[src/rtl/serial_add_if.sv]
// Handshake and operand/result bundle between the ALU4CPU datapath (master)
// and the bit-serial add/subtract engine (slave).
interface serial_add_if #(
  parameter int WIDTH = 4
);
  logic             start;
  logic             op_sub;
  logic [WIDTH-1:0] a;
  logic [WIDTH-1:0] b;
  logic             busy;
  logic             done;
  logic [WIDTH-1:0] result;
  logic             c_out;
  logic             ovf;
  logic             zero;

  modport master (
    output start, op_sub, a, b,
    input  busy, done, result, c_out, ovf, zero
  );

  modport slave (
    input  start, op_sub, a, b,
    output busy, done, result, c_out, ovf, zero
  );
endinterface

[src/rtl/serial_add_unit.sv]
// Bit-serial add/subtract engine: one full-adder evaluation per clock, LSB first.
// Define SERIAL_ADD_OVF_EN to compute signed overflow; otherwise ovf is tied low.
module serial_add_unit #(
  parameter int WIDTH = 4
) (
  input  logic         clk,
  input  logic         rst,
  serial_add_if.slave  bus
);

  localparam int CW = (WIDTH > 2) ? $clog2(WIDTH) : 1;

  localparam logic [1:0] ST_IDLE  = 2'd0;
  localparam logic [1:0] ST_SHIFT = 2'd1;
  localparam logic [1:0] ST_DONE  = 2'd2;

  logic [1:0]       state_q,  state_d;
  logic [WIDTH-1:0] a_sh_q,   a_sh_d;
  logic [WIDTH-1:0] b_sh_q,   b_sh_d;
  logic             carry_q,  carry_d;
  logic [CW-1:0]    cnt_q,    cnt_d;
  logic [WIDTH-1:0] result_q, result_d;
  logic             c_out_q,  c_out_d;
  logic             valid_q,  valid_d;
`ifdef SERIAL_ADD_OVF_EN
  logic             ovf_q,    ovf_d;
`endif

  // The single full-adder cell, fed from the operand LSBs and the carry flop.
  logic fa_sum;
  logic fa_cout;
  assign fa_sum  = a_sh_q[0] ^ b_sh_q[0] ^ carry_q;
  assign fa_cout = (a_sh_q[0] & b_sh_q[0]) | (carry_q & (a_sh_q[0] ^ b_sh_q[0]));

  logic last_bit;
  assign last_bit = (cnt_q == CW'(WIDTH - 1));

  always_comb begin
    state_d  = state_q;
    a_sh_d   = a_sh_q;
    b_sh_d   = b_sh_q;
    carry_d  = carry_q;
    cnt_d    = cnt_q;
    result_d = result_q;
    c_out_d  = c_out_q;
    valid_d  = valid_q;
`ifdef SERIAL_ADD_OVF_EN
    ovf_d    = ovf_q;
`endif
    case (state_q)
      ST_IDLE, ST_DONE: begin
        if (bus.start) begin
          // Subtraction is a + ~b + 1: the +1 enters as the initial carry.
          a_sh_d   = bus.a;
          b_sh_d   = bus.op_sub ? ~bus.b : bus.b;
          carry_d  = bus.op_sub;
          cnt_d    = '0;
          result_d = '0;
          c_out_d  = 1'b0;
          valid_d  = 1'b0;
`ifdef SERIAL_ADD_OVF_EN
          ovf_d    = 1'b0;
`endif
          state_d  = ST_SHIFT;
        end else if (state_q == ST_DONE) begin
          state_d = ST_IDLE;
        end
      end
      ST_SHIFT: begin
        result_d = {fa_sum, result_q[WIDTH-1:1]};
        carry_d  = fa_cout;
        a_sh_d   = {1'b0, a_sh_q[WIDTH-1:1]};
        b_sh_d   = {1'b0, b_sh_q[WIDTH-1:1]};
        cnt_d    = cnt_q + CW'(1);
        if (last_bit) begin
          c_out_d = fa_cout;
          valid_d = 1'b1;
`ifdef SERIAL_ADD_OVF_EN
          // carry_q here is the carry into the MSB position.
          ovf_d   = carry_q ^ fa_cout;
`endif
          state_d = ST_DONE;
        end
      end
      default: state_d = ST_IDLE;
    endcase
  end

  always_ff @(posedge clk or posedge rst) begin
    if (rst) begin
      state_q  <= ST_IDLE;
      a_sh_q   <= '0;
      b_sh_q   <= '0;
      carry_q  <= 1'b0;
      cnt_q    <= '0;
      result_q <= '0;
      c_out_q  <= 1'b0;
      valid_q  <= 1'b0;
`ifdef SERIAL_ADD_OVF_EN
      ovf_q    <= 1'b0;
`endif
    end else begin
      state_q  <= state_d;
      a_sh_q   <= a_sh_d;
      b_sh_q   <= b_sh_d;
      carry_q  <= carry_d;
      cnt_q    <= cnt_d;
      result_q <= result_d;
      c_out_q  <= c_out_d;
      valid_q  <= valid_d;
`ifdef SERIAL_ADD_OVF_EN
      ovf_q    <= ovf_d;
`endif
    end
  end

  assign bus.busy   = (state_q == ST_SHIFT);
  assign bus.done   = (state_q == ST_DONE);
  assign bus.result = result_q;
  assign bus.c_out  = c_out_q;
`ifdef SERIAL_ADD_OVF_EN
  assign bus.ovf    = ovf_q;
`else
  assign bus.ovf    = 1'b0;
`endif
  // valid_q keeps zero low out of reset, before any result has been produced.
  assign bus.zero   = valid_q && (state_q != ST_SHIFT) && (result_q == '0);

endmodule

[src/flat_wrapper.sv]
// flat-port wrapper written by rule: the top's interface ports become plain ports
module serial_add_unit_flat 
#(
  parameter int WIDTH = 4
)
  (clk, rst, bus_start, bus_op_sub, bus_a, bus_b, bus_busy, bus_done, bus_result, bus_c_out, bus_ovf, bus_zero);
  serial_add_if #(.WIDTH(WIDTH)) bus_i ();
  input  logic clk;
  input  logic rst;
  input wire logic [$bits(bus_i.start)-1:0] bus_start;
  input wire logic [$bits(bus_i.op_sub)-1:0] bus_op_sub;
  input wire logic [$bits(bus_i.a)-1:0] bus_a;
  input wire logic [$bits(bus_i.b)-1:0] bus_b;
  output wire logic [$bits(bus_i.busy)-1:0] bus_busy;
  output wire logic [$bits(bus_i.done)-1:0] bus_done;
  output wire logic [$bits(bus_i.result)-1:0] bus_result;
  output wire logic [$bits(bus_i.c_out)-1:0] bus_c_out;
  output wire logic [$bits(bus_i.ovf)-1:0] bus_ovf;
  output wire logic [$bits(bus_i.zero)-1:0] bus_zero;
  assign bus_i.start = bus_start;
  assign bus_i.op_sub = bus_op_sub;
  assign bus_i.a = bus_a;
  assign bus_i.b = bus_b;
  assign bus_busy = bus_i.busy;
  assign bus_done = bus_i.done;
  assign bus_result = bus_i.result;
  assign bus_c_out = bus_i.c_out;
  assign bus_ovf = bus_i.ovf;
  assign bus_zero = bus_i.zero;
  serial_add_unit #(.WIDTH(WIDTH)) u_core (.clk(clk), .rst(rst), .bus(bus_i));
endmodule
[config.mk]
export PLATFORM = sky130hd
export DESIGN_NAME = serial_add_unit_flat
export DESIGN_NICKNAME = d
export VERILOG_FILES = /design/src/rtl/serial_add_if.sv /design/src/rtl/serial_add_unit.sv /design/src/flat_wrapper.sv
export SDC_FILE = /design/constraint.sdc
export NUM_CORES = 1
export LEC_CHECK = 0
export CAP_MARGIN = 20
export CORE_MARGIN = 2
export CORE_UTILIZATION = 40
export DETAILED_ROUTE_END_ITERATION = 7
export PLACE_DENSITY_LB_ADDON = 0.3
export SLEW_MARGIN = 20
export SYNTH_ARGS = -nofsm -noshare
export SYNTH_HDL_FRONTEND = slang
export SYNTH_SLANG_ARGS = --single-unit
[constraint.sdc]
create_clock -name clk -period 1.24 [get_ports clk]
set_input_delay 0.372 -clock clk [delete_from_list [all_inputs] [get_ports clk]]
set_output_delay 0.372 -clock clk [all_outputs]
set_load 0.02 [all_outputs]
Yosys cells after proc, flatten, opt, wreduce, memory -nomap -nowiden
Cells that the tools add are included.
- bits in registers: 19
- bits of input ports: 12
- output and inout port bits: 9
- logic and storage cells: 51
- add/subtract/negate cells: 1
- eq/ne operators: 7
- mux-type cells: 20
- bitwise gates (word level): 6
- reduce and logical (&&, ||, !) cells: 9
- operators by type and width (cell ; number):
    $pmux 4 s2 ; 3
    $mux 4 ; 4
    $mux 2 ; 4
    $pmux 2 s2 ; 2
    $pmux 1 s2 ; 3
    $eq 2x2->1 const B ; 2
    $logic_not 4->1 ; 1
    $mux 1 ; 4
    $ne 2x1->1 const B ; 2
    $not 4->4 ; 1
    $reduce_and 2->1 ; 2
    $ne 3x3->1 const B ; 1
    $reduce_and 3->1 ; 1
    $add 2x1->2 const B ; 1
    $and 1x1->1 ; 2
    $eq 2x1->1 const B ; 1
    $logic_and 1x1->1 ; 2
    $logic_not 2->1 ; 1
    $ne 2x2->1 const B ; 1
    $reduce_bool 2->1 ; 1
    $reduce_or 2->1 ; 1
    $xor 1x1->1 ; 2
    $or 1x1->1 ; 1

Logic depth before layout (Yosys ltp)
- depth in word-level cells: 5
- mapped depth: 6

Least setup slack after synthesis
OpenSTA, ideal clock, no wires.
- kind: register to output
- start: register u_core.state_q[0]
- end: output port bus_zero
- arrival: 1.463 ns
- required time: 0.868 ns
- slack: -0.595 ns
- cell stages (with the launch flop): 6
- path buffers: 2
- path through: dfrtp_1 nand2b_1 buf_6 inv_8 buf_6 nor4_1
- longest elaborated chain between the ends: 3
- RTL lines (element ; RTL line ; source):
    from (decl) ; serial_add_unit.sv:17 ; logic [1:0] state_q, state_d;
    from (signal assigned) ; serial_add_unit.sv:103 ; state_q <= state_d;
    $ne 2x1->1 ; serial_add_unit.sv:127 ; assign bus.zero = valid_q && (state_q != ST_SHIFT) && (result_q == '0);
    $logic_and 1x1->1 (2 in series) ; serial_add_unit.sv:127 ;
    to (decl) ; flat_wrapper.sv:19 ; output wire logic [$bits(bus_i.zero)-1:0] bus_zero;
Every way passes these cells.

Final worst setup path
Same ends and word-level chain as after synthesis.

==> run_results.csv <==
group,metric,value,unit
synthesis,netlist_area,885,µm²
flow_run,cap_violations,0,
synthesis,ys_async_sr_fraction,100,%
placement,dp_hpwl,1250,µm
synthesis,ys.warnings.count,0,
drt,drc_errors,0,
drt,route.antenna.remaining_nets,0,
worst_setup_path,crit_path_start,"u_core.state_q[0]",
global_route,grt_pass1_vias,693,
finish,instances_no_fill,147,
global_route,grt-ovfl-total,0,
drt,drtIter0Drc,12,
synthesis,ys.flop_type,"dfrtp_1",
synthesis,synth-edff-count,0,
synthesis,synth_cells,78,
finish,num_antenna_cells,0,
floorplan,dieHeight,51.0,µm
placement,port_buffers,19,
clock_network,cts_max_level,1,
clock_network,cts_sinks,19,
worst_setup_path,cp-start-kind,"flip-flop",
timing,fin_crit_sh,130,%
worst_setup_path,critPathBufInv,2,
worst_setup_path,criticalPathCategory,"flip-flop to output port",
finish,layout-drive-gt1-share,37.0,%
drt,vias,718,
global_route,grt_use_total,15.9,%
drt,drt_pass1_iterations,4,
clock_network,clockBufferDepth,2,
worst_setup_path,slowest_delay,0.42,ns
power_and_ir_drop,ir_drop,1.58,mV
timing,setup-violations-final,12,
finish,final_util,62.6,%
floorplan,io_pins,21,
clock_network,postCtsHoldBufs,0,
synthesis,yosys-top-cells-area,"dfrtp_1 54%, a22o_1 5.9%, a221o_1 5.7%",
global_route,grt_max_degree,20,
floorplan,start_util,41.2,%
timing,setup_ws,-0.375,ns
worst_setup_path,cpLargestDelayFamily,"flip-flops",
synthesis,synth_top_area_cell,"dfrtp_1",
synthesis,synth_area_per_cell,11.3,µm²
drt,routed_wl,1890,µm
placement,dpl.cell_count,134,
timing,hold_viol,0,
worst_setup_path,slowest_stage,"dfrtp_1",
global_route,antenna_found_initial,0,
timing,achievable-frequency,619,MHz
worst_setup_path,end_kind,"output port",
timing,grt_setup_unrepaired,"true",
min_path,hold_path.class,"primary input to async pin",
power_and_ir_drop,total_power,3.27,mW
worst_setup_path,worstPathArrival,1.24,ns
clock_network,cts_root_buf,"clkbuf_4",
synthesis,synth_seq_cells,19,
timing,maxSlewViolCount,0,
synthesis,synth_cell_types,27,
outcome,outcome,"finished, violations left",
floorplan,die_area,2600,µm²
finish,areaGrowthSynthToFinish,52.1,%
power_and_ir_drop,cellPowerDensity,2430,nW/µm²
drt,wire_per_inst,12.9,µm
power_and_ir_drop,p_leak,0.659,nW
worst_setup_path,reg2reg_depth,5,
worst_setup_path,reg2reg_to,"u_core.b_sh_q[2]",
outcome,violations,"setup timing",
finish,register_area,475,µm²
clock_network,cts_buffers,3,
placement,place.gp.congestion,0.705,
worst_setup_path,worst-path-stages,4,
floorplan,fp.dieW,51.0,µm
drt,avgViaCountPerCell,4.88,
floorplan,core,2150,µm²
finish,nets,134,
global_route,grt_pass1_wl,3060,µm
timing,skew,0.00122,ns
worst_setup_path,required,0.87,ns
worst_setup_path,rrSetupSlack,-0.06,ns
synthesis,synth.net_count,92,
finish,n_fill_cell,186,
worst_setup_path,crit_chain,"nand2b_4, inv_8, nor4_4, buf_4",
worst_setup_path,crit_fanout,3,
timing,fin_crit,1.62,ns
clock_network,cts_tree,"yes",
worst_setup_path,r2r-start,"u_core.state_q[1]",
clock_network,path_clk_slew,0.11,ns
floorplan,rows,17,
synthesis,yosysSeqAreaShare,53.7,%
finish,multiInputGateArea,373,µm²
synthesis,synthDominantCellAreaShare,53.7,%
clock_network,worstSkewPairLatency,0.29,ns
## cell families (layout without fill, tap and decap cells)
group                    Yosys count  after routing  share of synthesized area, %
AND/OR/NAND/NOR                   22             23                          12.3
flip-flops                        19             19                          53.7
AO/OA/AOI/OAI                     17             17                          16.0
buffers and inverters             13             53                          9.90
XOR/XNOR                           4              4                          3.96
adder cells (fa/ha/maj)            2              2                          3.68
other                              1              1                         0.424
## final cells by class
type,count,share of cell area (%)
repair buffers,43,30.0
clock buffers,3,1.67
clock inverters,1,0.372
inverters,6,2.23
flip-flops and latches,19,35.3
multi-input cells,47,27.7
well taps,28,2.60
## flip-flops by register name, indices dropped and copies added, names as in the netlist
name,flops
u_core.bus.c_out,1
u_core.bus.result,4
u_core.carry_q,1
u_core.b_sh_q,4
u_core.a_sh_q,4
u_core.cnt_q,2
u_core.state_q,2
u_core.valid_q,1
## synth_stat cells (2+ instances only)
library cell,n
a221o_1,5
a22o_1,6
a22oi_1,2
buf_4,2
buf_6,3
dfrtp_1,19
inv_1,5
nand2_1,5
nand2b_1,2
nand3_1,4
nor2_1,5
o21ai_0,3
xnor2_1,3
## per-stage QoR
stage	TNS [ns]	hold WS (ns)	worst slack (ns)	area [µm²]
CTS	-1.77	0.379	-0.389	1290
global route	-2.53	0.378	-0.436	1350
global placement	-7.59	0.482	-0.500	1200
finish	-1.71	0.388	-0.375	1350
floorplan	-0.196	0.323	-0.173	903
detailed placement	-7.82	0.489	-0.538	1200
## routing by layer
layer  share of wire [%]  routed length, µm  global-route usage, %
met4                0.53                 10                   8.11
met1                  44                836                   19.8
met5                   0                  0                      0
met3                 3.8                 72                   2.63
met2                  51                969                   26.4
## timing repair
item | in CTS | in global routing
cloned | 1 | 0
setup buffers | 4 | 8
gates resized for setup | 55 | 10
setup endpoints to repair | 21 | 22
pin swaps | 4 | 0
## cells in the final DEF, fill, tap and decap left out, types with 2 or more instances in the layout
cell and n:
nor2_1 4, buf_4 18, inv_1 5, xnor2_1 3, nand2_1 5, a22oi_1 2
buf_6 12, clkdlybuf4s50_1 10, nor2_2 2, dfrtp_1 19, nand3_1 4, o21ai_1 2
a22o_1 6, a221o_1 5, clkbuf_4 3, nand2b_4 2
## worst reg2reg max path, cell delays in order, from the launching register on
cell and delay (ns):
dfrtp_1 0.39, nand2b_4 0.17, inv_8 0.06, buf_4 0.20, nor2_4 0.08, a221o_1 0.30
## worst max-delay path by stage
stage,end,slack [ns]
finish,bus_zero,-0.38
CTS,bus_zero,-0.39
floorplan,bus_zero,-0.17
global placement,bus_zero,-0.50
detailed placement,bus_zero,-0.54
global route,bus_zero,-0.44
## power breakdown
part / leakage [nW] / internal [mW] / total, mW / switching [mW]
registers: 0.242 / 0.891 / 1.07 / 0.181
logic: 0.399 / 1.01 / 1.88 / 0.874
clock network: 0.0177 / 0.120 / 0.311 / 0.191
total: 0.659 / 2.02 / 3.27 / 1.25
Note: power is estimated with default switching activity, not from simulation.
